--- src/rtl/seg_scan_drv.sv ---
// seg_scan_drv: multiplexed seven-segment scan driver.
// Holds DIGITS hex nibbles and time-multiplexes them onto one active-low
// segment bus (seg[7]=dp, seg[6:0]=g..a) and an active-low one-hot digit strobe.
// New frames arrive over valid/ready and are swapped in only at frame
// boundaries, so a displayed frame never mixes old and new digits.
// Optional feature macro: SEG_LZ_BLANK_EN (leading-zero blanking).
module seg_scan_drv #(
  parameter int DIGITS   = 8,
  parameter int SCAN_DIV = 1000
) (
  input  logic                  clk,
  input  logic                  rst,
  input  logic                  in_valid,
  output logic                  in_ready,
  input  logic [4*DIGITS-1:0]   in_data,
  input  logic [DIGITS-1:0]     in_dp,
  input  logic [DIGITS-1:0]     in_mask,
  output logic [DIGITS-1:0]     dig_sel,
  output logic [7:0]            seg,
  output logic                  frame_done
);

  localparam int             CW       = $clog2(SCAN_DIV);
  localparam logic [CW-1:0]  CNT_LAST = CW'(SCAN_DIV - 1);
  localparam logic [2:0]     IDX_LAST = 3'(DIGITS - 1);

  // Active-low g..a pattern for one hex nibble.
  function automatic logic [6:0] hex7(input logic [3:0] n);
    logic [6:0] s;
    unique case (n)
      4'h0: s = 7'h40;
      4'h1: s = 7'h79;
      4'h2: s = 7'h24;
      4'h3: s = 7'h30;
      4'h4: s = 7'h19;
      4'h5: s = 7'h12;
      4'h6: s = 7'h02;
      4'h7: s = 7'h78;
      4'h8: s = 7'h00;
      4'h9: s = 7'h10;
      4'hA: s = 7'h08;
      4'hB: s = 7'h03;
      4'hC: s = 7'h46;
      4'hD: s = 7'h21;
      4'hE: s = 7'h06;
      default: s = 7'h0E;
    endcase
    return s;
  endfunction

  logic [CW-1:0]         cnt;
  logic [2:0]            idx;
  logic                  bnd;

  logic                  pend_full;
  logic [4*DIGITS-1:0]   pend_data;
  logic [DIGITS-1:0]     pend_dp;
  logic [DIGITS-1:0]     pend_mask;

  logic [4*DIGITS-1:0]   act_data;
  logic [DIGITS-1:0]     act_dp;
  logic [DIGITS-1:0]     act_mask;

  logic                  accept;

  logic [3:0]            nib_p0;
  logic                  dp_p0;
  logic                  mask_p0;
  logic                  lz_p0;
  logic [DIGITS-1:0]     sel_p0;
  logic [7:0]            seg_p0;

  assign bnd      = (idx == IDX_LAST) && (cnt == CNT_LAST);
  assign in_ready = ~pend_full;
  assign accept   = in_valid & in_ready;

  // Dwell prescaler and digit index; index advances when the prescaler wraps.
  always_ff @(posedge clk or negedge rst) begin
    if (!rst) begin
      cnt <= '0;
      idx <= '0;
    end else if (cnt == CNT_LAST) begin
      cnt <= '0;
      idx <= (idx == IDX_LAST) ? 3'd0 : idx + 3'd1;
    end else begin
      cnt <= cnt + 1'b1;
    end
  end

  // Single-entry pending buffer: filled by the handshake, drained at the frame boundary.
  always_ff @(posedge clk or negedge rst) begin
    if (!rst) begin
      pend_full <= 1'b0;
      pend_data <= '0;
      pend_dp   <= '0;
      pend_mask <= '0;
    end else if (accept) begin
      pend_full <= 1'b1;
      pend_data <= in_data;
      pend_dp   <= in_dp;
      pend_mask <= in_mask;
    end else if (bnd && pend_full) begin
      pend_full <= 1'b0;
    end
  end

  // Active frame; starts fully masked so nothing lights before the first load.
  always_ff @(posedge clk or negedge rst) begin
    if (!rst) begin
      act_data <= '0;
      act_dp   <= '0;
      act_mask <= '1;
    end else if (bnd && pend_full) begin
      act_data <= pend_data;
      act_dp   <= pend_dp;
      act_mask <= pend_mask;
    end
  end

`ifdef SEG_LZ_BLANK_EN
  logic [DIGITS-1:0] lz_blank;

  // Leading-zero map: digit i>0 blanks when it and every digit above it is zero or masked.
  always_comb begin
    logic run;
    run      = 1'b1;
    lz_blank = '0;
    for (int i = DIGITS - 1; i >= 0; i--) begin
      run = run & (act_mask[i] | (act_data[4*i +: 4] == 4'h0));
      if (i > 0) lz_blank[i] = run;
    end
  end
`endif

  // Stage p0: select the current digit's fields and build its segment pattern.
  always_comb begin
    nib_p0  = 4'h0;
    dp_p0   = 1'b0;
    mask_p0 = 1'b1;
    lz_p0   = 1'b0;
    for (int i = 0; i < DIGITS; i++) begin
      if (idx == 3'(i)) begin
        nib_p0  = act_data[4*i +: 4];
        dp_p0   = act_dp[i];
        mask_p0 = act_mask[i];
`ifdef SEG_LZ_BLANK_EN
        lz_p0   = lz_blank[i];
`endif
      end
    end
    sel_p0 = ~(DIGITS'(1) << idx);
    seg_p0 = (mask_p0 | lz_p0) ? 8'hFF : {~dp_p0, hex7(nib_p0)};
  end

  // Stage p1: registered outputs; first cycle of every dwell is dark to stop ghosting.
  always_ff @(posedge clk or negedge rst) begin
    if (!rst) begin
      dig_sel    <= '1;
      seg        <= 8'hFF;
      frame_done <= 1'b0;
    end else begin
      frame_done <= bnd;
      if (cnt == '0) begin
        dig_sel <= '1;
        seg     <= 8'hFF;
      end else begin
        dig_sel <= sel_p0;
        seg     <= seg_p0;
      end
    end
  end

endmodule

--- config.mk ---
export PLATFORM = sky130hd
export DESIGN_NAME = seg_scan_drv
export DESIGN_NICKNAME = d
export VERILOG_FILES = /design/src/rtl/seg_scan_drv.sv
export SDC_FILE = /design/constraint.sdc
export NUM_CORES = 1
export LEC_CHECK = 0
export BUFFER_PORTS_ARGS = -buffer_cell sky130_fd_sc_hd__clkbuf_2
export CAP_MARGIN = 20
export CORE_MARGIN = 2
export CORE_UTILIZATION = 40
export DETAILED_ROUTE_END_ITERATION = 6
export PLACE_DENSITY = 0.63
export SETUP_SLACK_MARGIN = 0.4
export SLEW_MARGIN = 20
export SYNTH_ARGS = -nofsm -noshare
export SYNTH_HDL_FRONTEND = slang
export SYNTH_SLANG_ARGS = --single-unit
--- constraint.sdc ---
create_clock -name clk -period 3.2 [get_ports clk]
set_input_delay 0.8 -clock clk [delete_from_list [all_inputs] [get_ports clk]]
set_output_delay 0.8 -clock clk [all_outputs]
set_load 0.005 [all_outputs]
==> flow_metrics.tcl, run 1 <==
set metrics [dict create \
    synth_area_leaders "dfrtp_1 (45%), mux2_2 (18%), dfstp_2 (11%), ha_1 (3.3%), mux2_4 (2.4%)" \
    wl_per_cell_um 16.6 \
    rsz0062_at_grt "no" \
    initial_core_util_pct 41.1 \
    place_congestion 0.847 \
    synth_top_area_cell "dfrtp_1" \
    remaining_drc_errors 0 \
    dp_hpwl_um 8150 \
    final.min_clock_period_ns 2.64 \
    yosys.area.top_type_share_pct 45.0 \
    regToRegEndpoint "seg[0]" \
    clock_skew_ns 0.00757 \
    grtUsageTotal_pct 17.1 \
    cts_buffers 17 \
    grt_max_degree 57 \
    cts_hold_buf 0 \
    end_kind "register" \
    cts_sinks 127 \
    grt_pass1_wl_um 19700 \
    worst_pin_slew_ns 0.719 \
    wirelength_um 11900 \
    ys_warn_count 0 \
    period_share_pct 82.4 \
    first_pass_iters 6 \
    worstRegToRegCells 10 \
    via_count 3706 \
    seqCellArea_um2 3210 \
    drive_above_1_share_pct 49.3 \
    grt-ovfl-total 0 \
    dieArea_um2 15300 \
    htreeDepth 4 \
    ff2ff_setup_slack_ns 0.56 \
    sequentialPowerShare_pct 43.4 \
    clk_pin_slew_ns 0.06 \
    grt_pass1_vias 3810 \
    setup_viol 0 \
    area_growth_pct 23.7 \
    ant_nets 0 \
    hold_path_class "input port to asynchronous set/reset pin" \
    powerDensity_nw_per_um2 564 \
    cts-root-buf "clkbuf_16" \
    path_class "register to register" \
    fillers 1228 \
    switching_share_pct 20.6 \
    cp.arrival_ns 2.99 \
    placed_cells 679 \
    outcome "finished, final reports clean" \
    slew_headroom_pct 52.1 \
    max-vdd-ir-drop_mv 0.383 \
    met2_length_um 5520 \
    topRoutingLayerUsed "met4" \
    ys_ff_latch 127 \
    maxCapViolations 0 \
    met3_wirelength_um 527 \
    met1_length_um 5640 \
    switchingPower_mw 0.824 \
    r2r-start "idx[0]" \
    cp-start-kind "register" \
    row_count 43 \
    diodes 0 \
    pin_count 69 \
    syn-cell-area_um2 5720 \
    tns_ns 0 \
    place_ws_ns 0.292 \
    drt-initial-drc-count 189 \
    seq_area_frac_synth_pct 56.0 \
    clock_latency_ns 0.43 \
    synth_cells 440 \
    hold_viol 0 \
    syn-num-nets 506 \
    vias_per_cell 5.17 \
    die_y_um 124 \
    multi_input_area_um2 2390 \
    dieWidth_um 124 \
    nets 590 \
    final_max_slew_viol_count 0 \
    io_buffers 68 \
    intPower_mw 3.17 \
    critical_path_required_ns 3.56 \
    hold_ws_ns 0.430 \
    cp_max_fo 14 \
    synth_area_per_cell_um2 13.0 \
    combPwrFrac_pct 3.5 \
    antenna_found_initial 0 \
    max_freq_mhz 379 \
    setup_slack_ns 0.565 \
    clockBufferDepth 2 \
    core_um2 13900 \
    ys_types 52 \
    tritoncts "done" \
    layout.cells.non_filler 717 \
    clkPwrFrac_pct 53.1 \
    leakagePower_nw 3.23 \
]
## synthesized netlist by cell type (all sizes together)
cell / n
a31oi: 2
nor2b: 8
nand2b: 3
o211a: 1
ha: 15
clkbuf: 5
o221a: 2
inv: 22
a21boi: 1
dfstp: 24
nand2: 19
o211ai: 2
o21ai: 14
nand3b: 6
nor3: 4
nand3: 14
nand4: 2
or2: 3
mux2i: 3
dfrtp: 103
nor2: 14
a221oi: 7
a41oi: 1
a21oi: 15
mux2: 98
xnor2: 3
o22ai: 3
buf: 18
a32oi: 1
o32ai: 1
xor2: 4
o21a: 3
o221ai: 4
nor3b: 3
a22o: 5
nor4b: 1
and2: 3
a211oi: 2
a221o: 1
## power groups by stage
stage	Clock (mW)	Sequential (mW)	Combinational, mW
floorplan	0	1.74	0.0694
global placement	0	1.76	0.138
detailed placement	0	1.76	0.144
CTS	2.16	1.74	0.145
global route	2.24	1.74	0.157
finish	2.12	1.73	0.139
## routing by layer
layer / global-route usage, % / vias to the layer above
met5: 0 / -
met2: 26.2 / 69
met3: 4.90 / 18
met4: 6.18 / 0
met1: 23.1 / 1876
li1: - / 1743
## logic make-up (layout without fill, tap and decap cells)
logic type | Yosys count | count (layout) | synth area share (%)
adder cells (fa/ha/maj) | 15 | 15 | 3.28
XOR/XNOR | 7 | 7 | 1.07
flip-flops | 127 | 127 | 56.0
AND/OR/NAND/NOR | 80 | 80 | 7.58
buffers and inverters | 45 | 142 | 3.50
multiplexers | 101 | 101 | 20.4
AO/OA/AOI/OAI | 65 | 65 | 8.13
## cell type report
class | count | area share (%)
Clock buffer | 19 | 6.25
Clock inverter | 13 | 3.00
Inverter | 22 | 1.17
Multi-Input combinational cell | 268 | 33.8
Sequential cell | 127 | 45.3
Tap cell | 180 | 3.18
Timing Repair Buffer | 88 | 7.31
## worst max-delay path, stage by stage (launching register included)
cell	delay (ns)
dfrtp_1	0.38
ha_2	0.21
ha_1	0.19
buf_4	0.21
nor2b_1	0.09
a221oi_2	0.25
o221ai_1	0.21
a32oi_2	0.38
buf_4	0.22
mux2_2	0.33
nand4_1	0.09
## worst max path at each step
stage	startpoint	end	slack, ns	cells after the start
after floorplan	idx[2]	seg[1]	0.50	12
after global placement	idx[0]	seg[1]	0.39	11
after detailed placement	idx[0]	seg[1]	0.29	11
after CTS	idx[1]	seg[1]	0.40	12
after global routing	idx[0]	seg[1]	0.41	12
final	idx[0]	seg[0]	0.56	10
## timing repair
| item | 4_1_cts | 5_1_grt |
|---|---|---|
| buffers inserted | 2 | 4 |
| gates resized for setup | 1 | 11 |
| setup endpoints to repair | 2 | 7 |
| pin swaps | 1 | 6 |
## state kept, by name, indices dropped and copies added (netlist names)
signal	flops
pend_dp	8
act_mask	8
cnt	10
seg	8
pend_mask	8
pend_full	1
dig_sel	8
idx	3
frame_done	1
act_data	32
pend_data	32
act_dp	8
## placed cells by master (no fill, tap or decap), types with 14 or more instances in the layout
master / instances
dfrtp_1: 103
dfstp_2: 24
clkbuf_16: 17
buf_4: 19
nand3_1: 14
clkbuf_2: 67
inv_1: 21
mux2_2: 89
nand2_1: 18
## per-stage QoR
stage / util [%] / power (mW) / instance area, µm²
2_1_floorplan: - / 1.81 / 5730
3_3_place_gp: 45.4 / 1.90 / 6320
3_5_place_dp: 45.4 / 1.91 / 6320
4_1_cts: 50.2 / 4.04 / 6990
5_1_grt: 50.8 / 4.14 / 7080
6_report: 50.8 / 4.00 / 7080
(Power assumes the default switching activity.)
==> run 2: changes to the inputs <==
- PLACE_DENSITY: 0.63 -> 0.66
- clock period: 3.2 -> 2.4 ns (I/O delays scaled with it)
==> flow_metrics.tcl, run 2 (synthesis gave the netlist of run 1 again) <==
set metrics [dict create \
    layout_common_cells "dfrtp_1 (101), mux2_2 (88), clkbuf_2 (67), buf_4 (27), dfstp_2 (24)" \
    crit_chain "ha_4 -> ha_4 -> buf_4 -> buf_8 -> a221oi_4 -> o221ai_2 -> a32oi_4 -> buf_4 -> mux2_2 -> nand4_1" \
    remaining_drc_errors 0 \
    end_kind "register" \
    cp.arrival_ns 2.84 \
    drt-initial-drc-count 162 \
    layout_commonest_cell "dfrtp_1" \
    wirelength_um 11900 \
    cp_max_fo 10 \
    pin_count 69 \
    seqCellArea_um2 3210 \
    cts-root-buf "clkbuf_16" \
    setup_slack_ns -0.0916 \
    area_growth_pct 28.4 \
    placed_cell_area_um2 6450 \
    sequentialPowerShare_pct 43.3 \
    r2r-start "idx[1]" \
    place_congestion 0.957 \
    max_freq_mhz 401 \
    nets 601 \
    via_count 3725 \
    dieArea_um2 15300 \
    grtUsageTotal_pct 16.8 \
    worstRegToRegCells 10 \
    dieWidth_um 124 \
    tritoncts "done" \
    ff2ff_setup_slack_ns -0.09 \
    grt-ovfl-total 0 \
    powerDensity_nw_per_um2 727 \
    critical_path_required_ns 2.75 \
    report.power.total_mw 5.34 \
    reg_top3 "act_data x32, pend_data x32, cnt x10" \
    io_buffers 68 \
    intPower_mw 4.27 \
    final_max_slew_viol_count 0 \
    first_pass_iters 4 \
    setup_viol 6 \
    worst_pin_slew_ns 0.438 \
    rsz0062_at_grt "yes" \
    row_count 43 \
    switching_share_pct 20.2 \
    maxCapViolations 0 \
    leakagePower_nw 3.32 \
    cp-start-kind "register" \
    ant_nets 0 \
    grt_pass1_wl_um 19500 \
    clockBufferDepth 2 \
    clk_pin_slew_ns 0.06 \
    max-vdd-ir-drop_mv 0.535 \
    finalInstanceArea_um2 7350 \
    diodes 0 \
    period_share_pct 104 \
    cts_sinks 127 \
    critPathSlowestCell "dfrtp_2" \
    grt_pass1_vias 3897 \
    initial_core_util_pct 41.1 \
    clock_latency_ns 0.41 \
    hold_path_class "input port to asynchronous set/reset pin" \
    slew_headroom_pct 70.7 \
    drive_above_1_share_pct 54.9 \
    violations "negative setup slack" \
    htreeDepth 4 \
    clkPwrFrac_pct 53.2 \
    outcome "finished, violations left" \
    clock_skew_ns 0.00831 \
    dp_hpwl_um 8440 \
    fillers 1187 \
    antenna_found_initial 0 \
    core_um2 13900 \
    multi_input_area_um2 2560 \
    vias_per_cell 5.12 \
    wl_per_cell_um 16.4 \
    regToRegEndpoint "seg[0]" \
    switchingPower_mw 1.08 \
    combPwrFrac_pct 3.5 \
    grt_max_degree 53 \
    hold_viol 0 \
    die_y_um 124 \
    path_class "register to register" \
    final.min_clock_period_ns 2.49 \
    slowest_delay_ns 0.45 \
    cts_buffers 17 \
]
-- run 2: changes by cell type in the layout (fill, tap and decap cells not counted), moves of 3 or more --
| cell | change |
|---|---|
| ha_1 | -5 |
| o21ai_1 | +4 |
| buf_4 | +8 |
| ha_4 | +3 |
| o21ai_0 | -4 |
| inv_2 | +6 |
| inv_1 | -6 |
| clkinvlp_4 | -3 |
-- run 2: cell type report --
type	instances	area share (%)
inverter	22	1.12
clock buffer	20	6.21
timing repair buffer	99	8.29
tap	180	3.06
multi-input combinational	268	34.8
clock inverter	12	2.83
sequential	127	43.7
-- run 2: timing repair --
action / CTS / global route
gates resized for setup: 13 / 25
setup buffers: 3 / 2
gates cloned: 1 / 0
hold buffers: 0 / 0
pin swaps: 7 / 12
setup endpoints to repair: 57 / 57
-- run 2: per-stage QoR --
step,hold WS [ns],TNS [ns],setup WS [ns],cells,utilization (%)
4_1_cts,0.103,-0.0635,-0.0475,726,51.7
2_1_floorplan,0.304,-0.0595,-0.0595,440,-
6_report,0.110,-0.244,-0.0916,728,52.7
3_5_place_dp,0.479,-0.143,-0.0549,690,46.3
5_1_grt,0.116,-0.842,-0.165,728,52.7
3_3_place_gp,0.474,0,0.0556,690,46.3
-- run 2: power by group through the flow --
stage / registers (mW) / clock network, mW / logic [mW]
2_1_floorplan: 2.32 / 0 / 0.0925
3_3_place_gp: 2.35 / 0 / 0.184
3_5_place_dp: 2.35 / 0 / 0.191
4_1_cts: 2.31 / 2.90 / 0.193
5_1_grt: 2.33 / 3.01 / 0.211
6_report: 2.31 / 2.85 / 0.186
-- run 2: worst max path at each step --
stage / from / to / slack [ns] / cells past startpoint
final: idx[1] / seg[0] / -0.09 / 10
after global routing: idx[1] / seg[0] / -0.17 / 10
after CTS: idx[1] / seg[1] / -0.05 / 11
after floorplan: idx[0] / seg[1] / -0.06 / 12
after detailed placement: idx[0] / seg[6] / -0.05 / 10
after global placement: idx[1] / seg[1] / 0.06 / 11
-- run 2: critical path: cells and delay by family (launching register included) --
family	cells	cell delay [ns]
AO/OA/AOI/OAI	3	0.78
adder cells (fa/ha/maj)	2	0.35
flip-flops	1	0.45
AND/OR/NAND/NOR	1	0.09
multiplexers	1	0.33
buffers and inverters	3	0.45
-- run 2: per-layer routing --
metal	up-vias	wire length, µm	share of wire (%)	GRT usage, %
met5	-	0	0	0
met4	0	198	1.7	6.96
met3	18	528	4.4	4.76
met2	85	5680	48	25.9
met1	1872	5520	46	22.4
li1	1750	-	-	-
